<file path="src/rtl/sprite_buffer_writer.sv">
// sprite_buffer_writer
//
// Loads a raster-ordered pixel stream into three packed 1-bit colour planes
// (R, G, B) that the VGA sprite reader consumes. Each accepted pixel lands at
// plane index y*W + x. With SPRITE_MIRROR_EN defined, a MIRROR latched at START
// stores each row horizontally flipped: index y*W + (W-1-x).
//
// Optional feature macro: SPRITE_MIRROR_EN (undefined: MIRROR is ignored).
//
// Ports:
//   CLK             system clock, rising edge
//   reset           synchronous active-low reset
//   START           one-cycle load request (IDLE only)
//   ABORT           cancel an in-progress load
//   LARGURA_OBJETO  sprite width, sampled at START
//   ALTURA_OBJETO   sprite height, sampled at START
//   MIRROR          horizontal-flip request, sampled at START
//   PIXEL_RGB       {R,G,B} of the current pixel
//   PIXEL_VALID     source presents a pixel
//   PIXEL_READY     writer accepts a pixel (LOAD)
//   BUFFER_R/G/B    colour planes [0:BUFFER_BITS-1]
//   BUSY            high while loading
//   DONE            one-cycle pulse after the last pixel
//   ERROR           one-cycle pulse on START with invalid dimensions
module sprite_buffer_writer #(
  parameter int unsigned BUFFER_BITS = 255
) (
  input  logic                   CLK,
  input  logic                   reset,
  input  logic                   START,
  input  logic                   ABORT,
  input  logic [9:0]             LARGURA_OBJETO,
  input  logic [9:0]             ALTURA_OBJETO,
  input  logic                   MIRROR,
  input  logic [2:0]             PIXEL_RGB,
  input  logic                   PIXEL_VALID,
  output logic                   PIXEL_READY,
  output logic [0:BUFFER_BITS-1] BUFFER_R,
  output logic [0:BUFFER_BITS-1] BUFFER_G,
  output logic [0:BUFFER_BITS-1] BUFFER_B,
  output logic                   BUSY,
  output logic                   DONE,
  output logic                   ERROR
);

  typedef enum logic [1:0] {StIdle, StLoad, StDone} state_e;

  state_e                 state_q;
  logic [9:0]             w_q, h_q, x_q, y_q;
  logic                   mirror_q;
  logic                   error_q;
  logic [0:BUFFER_BITS-1] r_q, g_q, b_q;

  logic [19:0]            area;
  logic                   dims_ok;
  logic [9:0]             col;
  logic [19:0]            idx;
  logic                   row_end, last_row;
  logic [0:BUFFER_BITS-1] r_wr, g_wr, b_wr;

`ifndef SPRITE_MIRROR_EN
  logic unused_mirror_q;
  assign unused_mirror_q = mirror_q;
`endif

  always_comb begin
    // Full 20-bit product so oversized sprites can never alias into range.
    area    = {10'd0, LARGURA_OBJETO} * {10'd0, ALTURA_OBJETO};
    dims_ok = (LARGURA_OBJETO != 10'd0) && (ALTURA_OBJETO != 10'd0) &&
              ({12'd0, area} <= BUFFER_BITS);

`ifdef SPRITE_MIRROR_EN
    col = mirror_q ? (w_q - 10'd1 - x_q) : x_q;
`else
    col = x_q;
`endif
    idx = ({10'd0, y_q} * {10'd0, w_q}) + {10'd0, col};

    row_end  = (x_q == w_q - 10'd1);
    last_row = (y_q == h_q - 10'd1);

    // Decoded write: compare against every bit position rather than a
    // dynamic select, so the 20-bit index needs no truncation.
    r_wr = r_q;
    g_wr = g_q;
    b_wr = b_q;
    for (int i = 0; i < BUFFER_BITS; i++) begin
      if (idx == 20'(i)) begin
        r_wr[i] = PIXEL_RGB[2];
        g_wr[i] = PIXEL_RGB[1];
        b_wr[i] = PIXEL_RGB[0];
      end
    end
  end

  always_ff @(posedge CLK) begin
    if (!reset) begin
      state_q  <= StIdle;
      w_q      <= '0;
      h_q      <= '0;
      x_q      <= '0;
      y_q      <= '0;
      mirror_q <= 1'b0;
      error_q  <= 1'b0;
      r_q      <= '0;
      g_q      <= '0;
      b_q      <= '0;
    end else begin
      error_q <= 1'b0;
      unique case (state_q)
        StIdle: begin
          if (START) begin
            if (dims_ok) begin
              w_q      <= LARGURA_OBJETO;
              h_q      <= ALTURA_OBJETO;
              mirror_q <= MIRROR;
              x_q      <= '0;
              y_q      <= '0;
              r_q      <= '0;
              g_q      <= '0;
              b_q      <= '0;
              state_q  <= StLoad;
            end else begin
              error_q <= 1'b1;
            end
          end
        end
        StLoad: begin
          // ABORT wins over a same-cycle transfer.
          if (ABORT) begin
            state_q <= StIdle;
          end else if (PIXEL_VALID) begin
            r_q <= r_wr;
            g_q <= g_wr;
            b_q <= b_wr;
            if (!row_end) begin
              x_q <= x_q + 10'd1;
            end else if (!last_row) begin
              x_q <= '0;
              y_q <= y_q + 10'd1;
            end else begin
              state_q <= StDone;
            end
          end
        end
        StDone: state_q <= StIdle;
        default: state_q <= StIdle;
      endcase
    end
  end

  assign PIXEL_READY = (state_q == StLoad);
  assign BUSY        = (state_q == StLoad);
  assign DONE        = (state_q == StDone);
  assign ERROR       = error_q;
  assign BUFFER_R    = r_q;
  assign BUFFER_G    = g_q;
  assign BUFFER_B    = b_q;

endmodule

</file>
<file path="config.mk">
export PLATFORM = sky130hd
export DESIGN_NAME = sprite_buffer_writer
export DESIGN_NICKNAME = d
export VERILOG_FILES = /design/src/rtl/sprite_buffer_writer.sv
export SDC_FILE = /design/constraint.sdc
export NUM_CORES = 2
export LEC_CHECK = 0
export ABC_AREA = 1
export BUFFER_PORTS_ARGS = -buffer_cell sky130_fd_sc_hd__buf_2
export CORE_MARGIN = 2
export CORE_UTILIZATION = 45
export CTS_BUF_LIST = sky130_fd_sc_hd__clkbuf_8
export CTS_CLUSTER_DIAMETER = 60
export DETAILED_ROUTE_END_ITERATION = 6
export PLACE_DENSITY = 0.67
export SLEW_MARGIN = 0
export SYNTH_ARGS = -nofsm -noshare
export SYNTH_HDL_FRONTEND = slang
export SYNTH_SLANG_ARGS = --single-unit
export TNS_END_PERCENT = 100
</file>
<file path="constraint.sdc">
create_clock -name CLK -period 13.2 [get_ports CLK]
set_clock_uncertainty 0.1 [all_clocks]
set_input_delay 3.3 -clock CLK [delete_from_list [all_inputs] [get_ports CLK]]
set_output_delay 3.3 -clock CLK [all_outputs]
set_load 0.01 [all_outputs]
</file>
=== Yosys cells after proc, flatten, opt, wreduce, memory -nomap -nowiden ===
Index checks and enable logic that the tools add are counted.
Widths: inputs -> output; s select.

* Register bits after elaboration: 808
* Bits of input ports: 29
* Output and inout bits: 769
* Word-level logic and storage cells: 2,365

* $add $sub $neg: 5
* $mul: 2
* $lt $le $gt $ge: 1
* Equal/unequal tests: 523
* Multiplexer cells: 796
* Reduce and logical (&&, ||, !) cells: 267

{| class="wikitable"
|+ Operators by type and width
! operator !! number
|-
| $eq 20x8->1 const B || 127
|-
| $mux 255 || 8
|-
| $reduce_and 6->1 || 256
|-
| $pmux 255 s2 || 3
|-
| $eq 20x7->1 const B || 64
|-
| $mux 1 || 766
|-
| $eq 20x6->1 const B || 32
|-
| $ne 2x1->1 const B || 256
|-
| $eq 20x5->1 const B || 16
|-
| $eq 20x4->1 const B || 8
|-
| $mux 10 || 10
|-
| $eq 20x3->1 const B || 4
|-
| $eq 20x2->1 const B || 2
|-
| $mul 10x10->20 || 2
|-
| $pmux 10 s2 || 2
|-
| $add 10x1->10 const B || 2
|-
| $add 20x10->20 || 1
|-
| $eq 10x10->1 || 2
|-
| $eq 20x1->1 const B || 1
|-
| $le 20x8->1 const B || 1
|-
| $logic_not 20->1 || 1
|-
| $reduce_bool 10->1 || 2
|-
| $sub 10x1->10 const B || 2
|-
| $mux 2 || 6
|-
| 12 further kinds || 20
|}

=== Logic depth before layout (Yosys ltp) ===
* Depth in word-level cells: 7
* Gate-level depth with buffers: 33
* Mapped depth without buffers: 30

=== Worst setup path after synthesis ===
Ideal clock, no wire load.

* Path kind: input port to flip-flop
* Start: input port ALTURA_OBJETO[1]
* End: register b_q, in the netlist BUFFER_B[21]
* Setup time: 0.115 ns
* Arrival time: 8.389 ns
* Required time: 12.985 ns
* Slack: 4.596 ns
* Cell stages on the path: 30
* Buffers on the path: 4
* Cells stage by stage: clkbuf_1 -> nand2_1 -> fa_1 -> inv_1 -> fa_1 -> inv_1 -> fa_1 -> inv_1 -> fa_1 -> inv_1 -> fa_1 -> inv_1 -> ha_1 -> nand2_1 -> inv_1 -> a21oi_2 -> nand2_1 -> nand3_1 -> nand3_1 -> nand2_1 -> nand2_1 -> nor2_1 -> nand4_2 -> nand2_2 -> buf_6 -> buf_6 -> buf_2 -> nand3_1 -> nand2_1 -> nor2_1

* Cells in the longest elaborated chain, start to end: 5

{| class="wikitable"
|+ RTL lines
! element !! line !! source
|-
| from (decl) || 33 || <nowiki>input logic [9:0] ALTURA_OBJETO,</nowiki>
|-
| $mul 10x10->20 or $reduce_bool 10->1 (tied branches) || 68, 69 ||
|-
| $le 20x8->1 or $logic_and 1x1->1 (tied branches) || 70, 69 ||
|-
| $logic_and 1x1->1 (*) || 69 || <nowiki>dims_ok = (LARGURA_OBJETO != 10'd0) && (ALTURA_OBJETO != 10'd0) &&</nowiki>
|-
| $ne 2x2->1 (no source line) (*) || -- ||
|-
| $reduce_and 6->1 (no source line) (*) || -- ||
|-
| to (signal assigned) || 135 || <nowiki>b_q <= b_wr;</nowiki>
|-
| to (decl) || 52 || <nowiki>logic [0:BUFFER_BITS-1] r_q, g_q, b_q;</nowiki>
|}

Mark *: on every way between the ends. The rest lies on a longest branch, timed or not.
A chain may end at the register's enable or synchronous reset.

=== Worst setup path in the final report ===
* Start: input port LARGURA_OBJETO[7]
* End: register r_q, in the netlist BUFFER_R[89]

* Cells in the longest elaborated chain, start to end: 5

{| class="wikitable"
|+ RTL lines
! element !! line !! source
|-
| from (decl) || 32 || <nowiki>input logic [9:0] LARGURA_OBJETO,</nowiki>
|-
| $mul 10x10->20 or $reduce_bool 10->1 (tied branches) || 68, 69 ||
|-
| $le 20x8->1 or $logic_and 1x1->1 (tied branches) || 70, 69 ||
|-
| $logic_and 1x1->1 (*) || 69 ||
|-
| $ne 2x2->1 (no source line) (*) || -- ||
|-
| $reduce_and 6->1 (no source line) (*) || -- ||
|-
| to (signal assigned) || 133 || <nowiki>r_q <= r_wr;</nowiki>
|-
| to (decl) || 52 ||
|}

Marked as above.

==> flow_metrics.tcl <==
set metrics [dict create \
    met3_usage_pct 8.36 \
    hp-class "flop to flop" \
    drc 0 \
    cts_resized 0 \
    holdWs_ns 0.372 \
    drt_iter0_drc 4863 \
    cts.sinks 808 \
    finalHoldViolations 0 \
    die-width_um 318 \
    clk_pin_slew_ns 0.06 \
    met1_usage_pct 40.4 \
    cts_root_buffer "clkbuf_8" \
    crit_family "adder cells" \
    num_rows 115 \
    dp_hpwl_um 113000 \
    clk-insertion-delay-late_ns 0.87 \
    worstMarginPinSlew_ns 1.19 \
    io_buffers 796 \
    cp_data_required_time_ns 13.82 \
    fin_setup_tns_ns 0 \
    fin_area_mm2 0.0509 \
    async_flop_share_pct 0 \
    max_slew_margin_pct 20.7 \
    grt_pass1_wl_um 250000 \
    cts_tree "yes" \
    synthDistinctLibCells 36 \
    synthCells 6477 \
    cp_data_arrival_time_ns 9.79 \
    outcome "finished clean" \
    cp_max_fo 109 \
    end_kind "flop" \
    cts_buffers 145 \
    synth_area_per_cell_um2 6.84 \
    cts_hold_buf 0 \
    ys_seq_elements 808 \
    drive_gt1_share_pct 15.5 \
    ios 798 \
    wl_per_cell_um 19.8 \
    antenna_found_initial 9 \
    grt.total_usage_pct 31.7 \
    routed_via_density 5.40 \
    grt.met2_usage_pct 49.3 \
    period_share_pct 69.5 \
    crit_buf_inv 9 \
    die_h_um 318 \
    worst_slack_ns 4.03 \
    peakVddDrop_v 0.0000895 \
    areaGrowthSynthToFinish_pct 15.0 \
    cap_viol_max_count 0 \
    critPathMaxStageDelay_ns 0.65 \
    gp_congestion 0.929 \
    first_pass_iters 6 \
    grt_overflow 0 \
    num-nets-final 7277 \
    max_freq_mhz 109 \
    p_total_mw 5.97 \
    grt-busiest-layer "met2" \
    ys.flop_type "dfxtp_1" \
    cp_slowest_cell "nand2_8" \
    min_period_ns 9.17 \
    power_density_mw_per_mm2 117 \
    reg2reg_slack_ns 5.49 \
    die-area_mm2 0.101 \
    start_util_pct 45.2 \
    ys_warn_count 0 \
    post-cts-setup-buffers 0 \
    crit_type "input port to flop" \
    cts_buffer_depth 3 \
    setup_viol 0 \
    wirelength_um 166000 \
    crit_path_start_kind "input port" \
    grt_max_degree 198 \
    p_leak_nw 24.6 \
    ys_seq_area_share_pct 36.5 \
    postSynthNetCount 6757 \
    htreeDepth 4 \
    core_mm2 0.0980 \
    synth_edf_count 0 \
    dp_slack_ns 3.22 \
    grt_pass1_vias 40100 \
    rsz0062_at_grt "false" \
    syn_area_mm2 0.0443 \
    antenna_left 0 \
    postPlaceCellArea_mm2 0.0481 \
    drv_slew 0 \
    num_vias 45300 \
]
worst paths after layout:
| path | start | endpoint | cells after the start |
|---|---|---|---|
| min | BUFFER_R[84] | BUFFER_R[84] | 2 |
| min reg2reg | BUFFER_R[84] | BUFFER_R[84] | 2 |
| max reg2reg | y_q[4] | BUFFER_G[143] | 25 |
| max | LARGURA_OBJETO[7] | BUFFER_R[89] | 29 |
area by class of cell:
type / count / area, um^2
well taps: 1287 / 1610
inverters: 473 / 1780
diodes: 7 / 17.5
repair buffers: 857 / 4640
clock inverters: 73 / 425
clock buffers: 171 / 2350
multi-input cells: 4712 / 23900
fillers: 9768 / 47100
flip-flops and latches: 808 / 16200
metal layers:
metal	wire [um]	vias to the layer above
met2	73900	1982
met3	15900	359
met5	0	-
met4	9020	0
li1	-	22000
met1	67400	21000
state kept, by name, indices dropped and copies added (netlist names), 2 cells and up:
signal	cells
w_q	10
BUFFER_R	255
col	10
h_q	10
BUFFER_G	255
state_q	2
BUFFER_B	255
y_q	10
layout by cell type, fill, tap and decap left out, types with 15 or more instances in the layout:
master / n
o21ai_0: 18
buf_4: 46
xor2_1: 33
nand4_1: 24
clkbuf_8: 171
nor2_1: 910
buf_2: 795
nand3_1: 1087
dfxtp_1: 808
ha_1: 117
inv_1: 514
a211oi_1: 18
a21oi_1: 813
nand2_1: 1470
nor2_2: 20
buf_12: 15
fa_1: 134
nor3_1: 18
worst reg2reg max path: cells and delay by family (launching register included):
family,cells,cell delay (ns)
buffers and inverters,4,0.58
adder cells (fa/ha/maj),6,2.74
AND/OR/NAND/NOR,15,3.31
flip-flops,1,0.86
through the flow:
stage,cells,utilization [%]
after global placement,8137,49.1
after global routing,8388,52.0
after detailed placement,8137,49.1
after floorplan,6477,-
final,8388,52.0
after CTS,8381,52.0
synthesized netlist by cell type (2+ instances only):
library cell | number | area (um^2)
dfxtp_1 | 808 | 16200
inv_2 | 3 | 11.3
xor2_1 | 33 | 289
nand3_1 | 1088 | 5450
xnor2_1 | 9 | 78.8
buf_4 | 84 | 631
xnor3_1 | 2 | 45.0
nand3b_1 | 4 | 30.0
nand4_1 | 24 | 150
nor4_1 | 2 | 12.5
buf_1 | 108 | 405
nor2_1 | 926 | 3480
o21bai_1 | 4 | 30.0
and2_1 | 2 | 12.5
nor3b_1 | 4 | 30.0
fa_1 | 134 | 2680
buf_6 | 32 | 360
clkinv_1 | 2 | 7.51
nand2_2 | 2 | 12.5
o21ai_0 | 18 | 90.1
nor2_2 | 9 | 56.3
inv_1 | 468 | 1760
or2_2 | 4 | 25.0
nor2_4 | 3 | 33.8
a211oi_1 | 18 | 135
ha_1 | 117 | 1460
a21oi_1 | 813 | 4070
buf_2 | 108 | 541
nor3_1 | 18 | 90.1
nand2_1 | 1473 | 5530
clkbuf_1 | 152 | 571
where the power goes:
part	switching, mW	internal (mW)
combinational	0.715	0.399
sequential	0.0360	2.50
clock	1.13	1.19
total	1.88	4.09
logic make-up (layout without fill, tap and decap cells):
family,Yosys count,after routing,synth area share (%)
xor gates and xnor gates,44,44,0.932
buffers and inverters,957,1574,9.67
adders and majority gates,251,251,9.36
DFF,808,808,36.5
and+or+nand+nor,3561,3561,33.7
AOI/OAI and AO/OA,856,856,9.81
other,0,7,0
No activity file was read; power rests on OpenSTA's default activity.
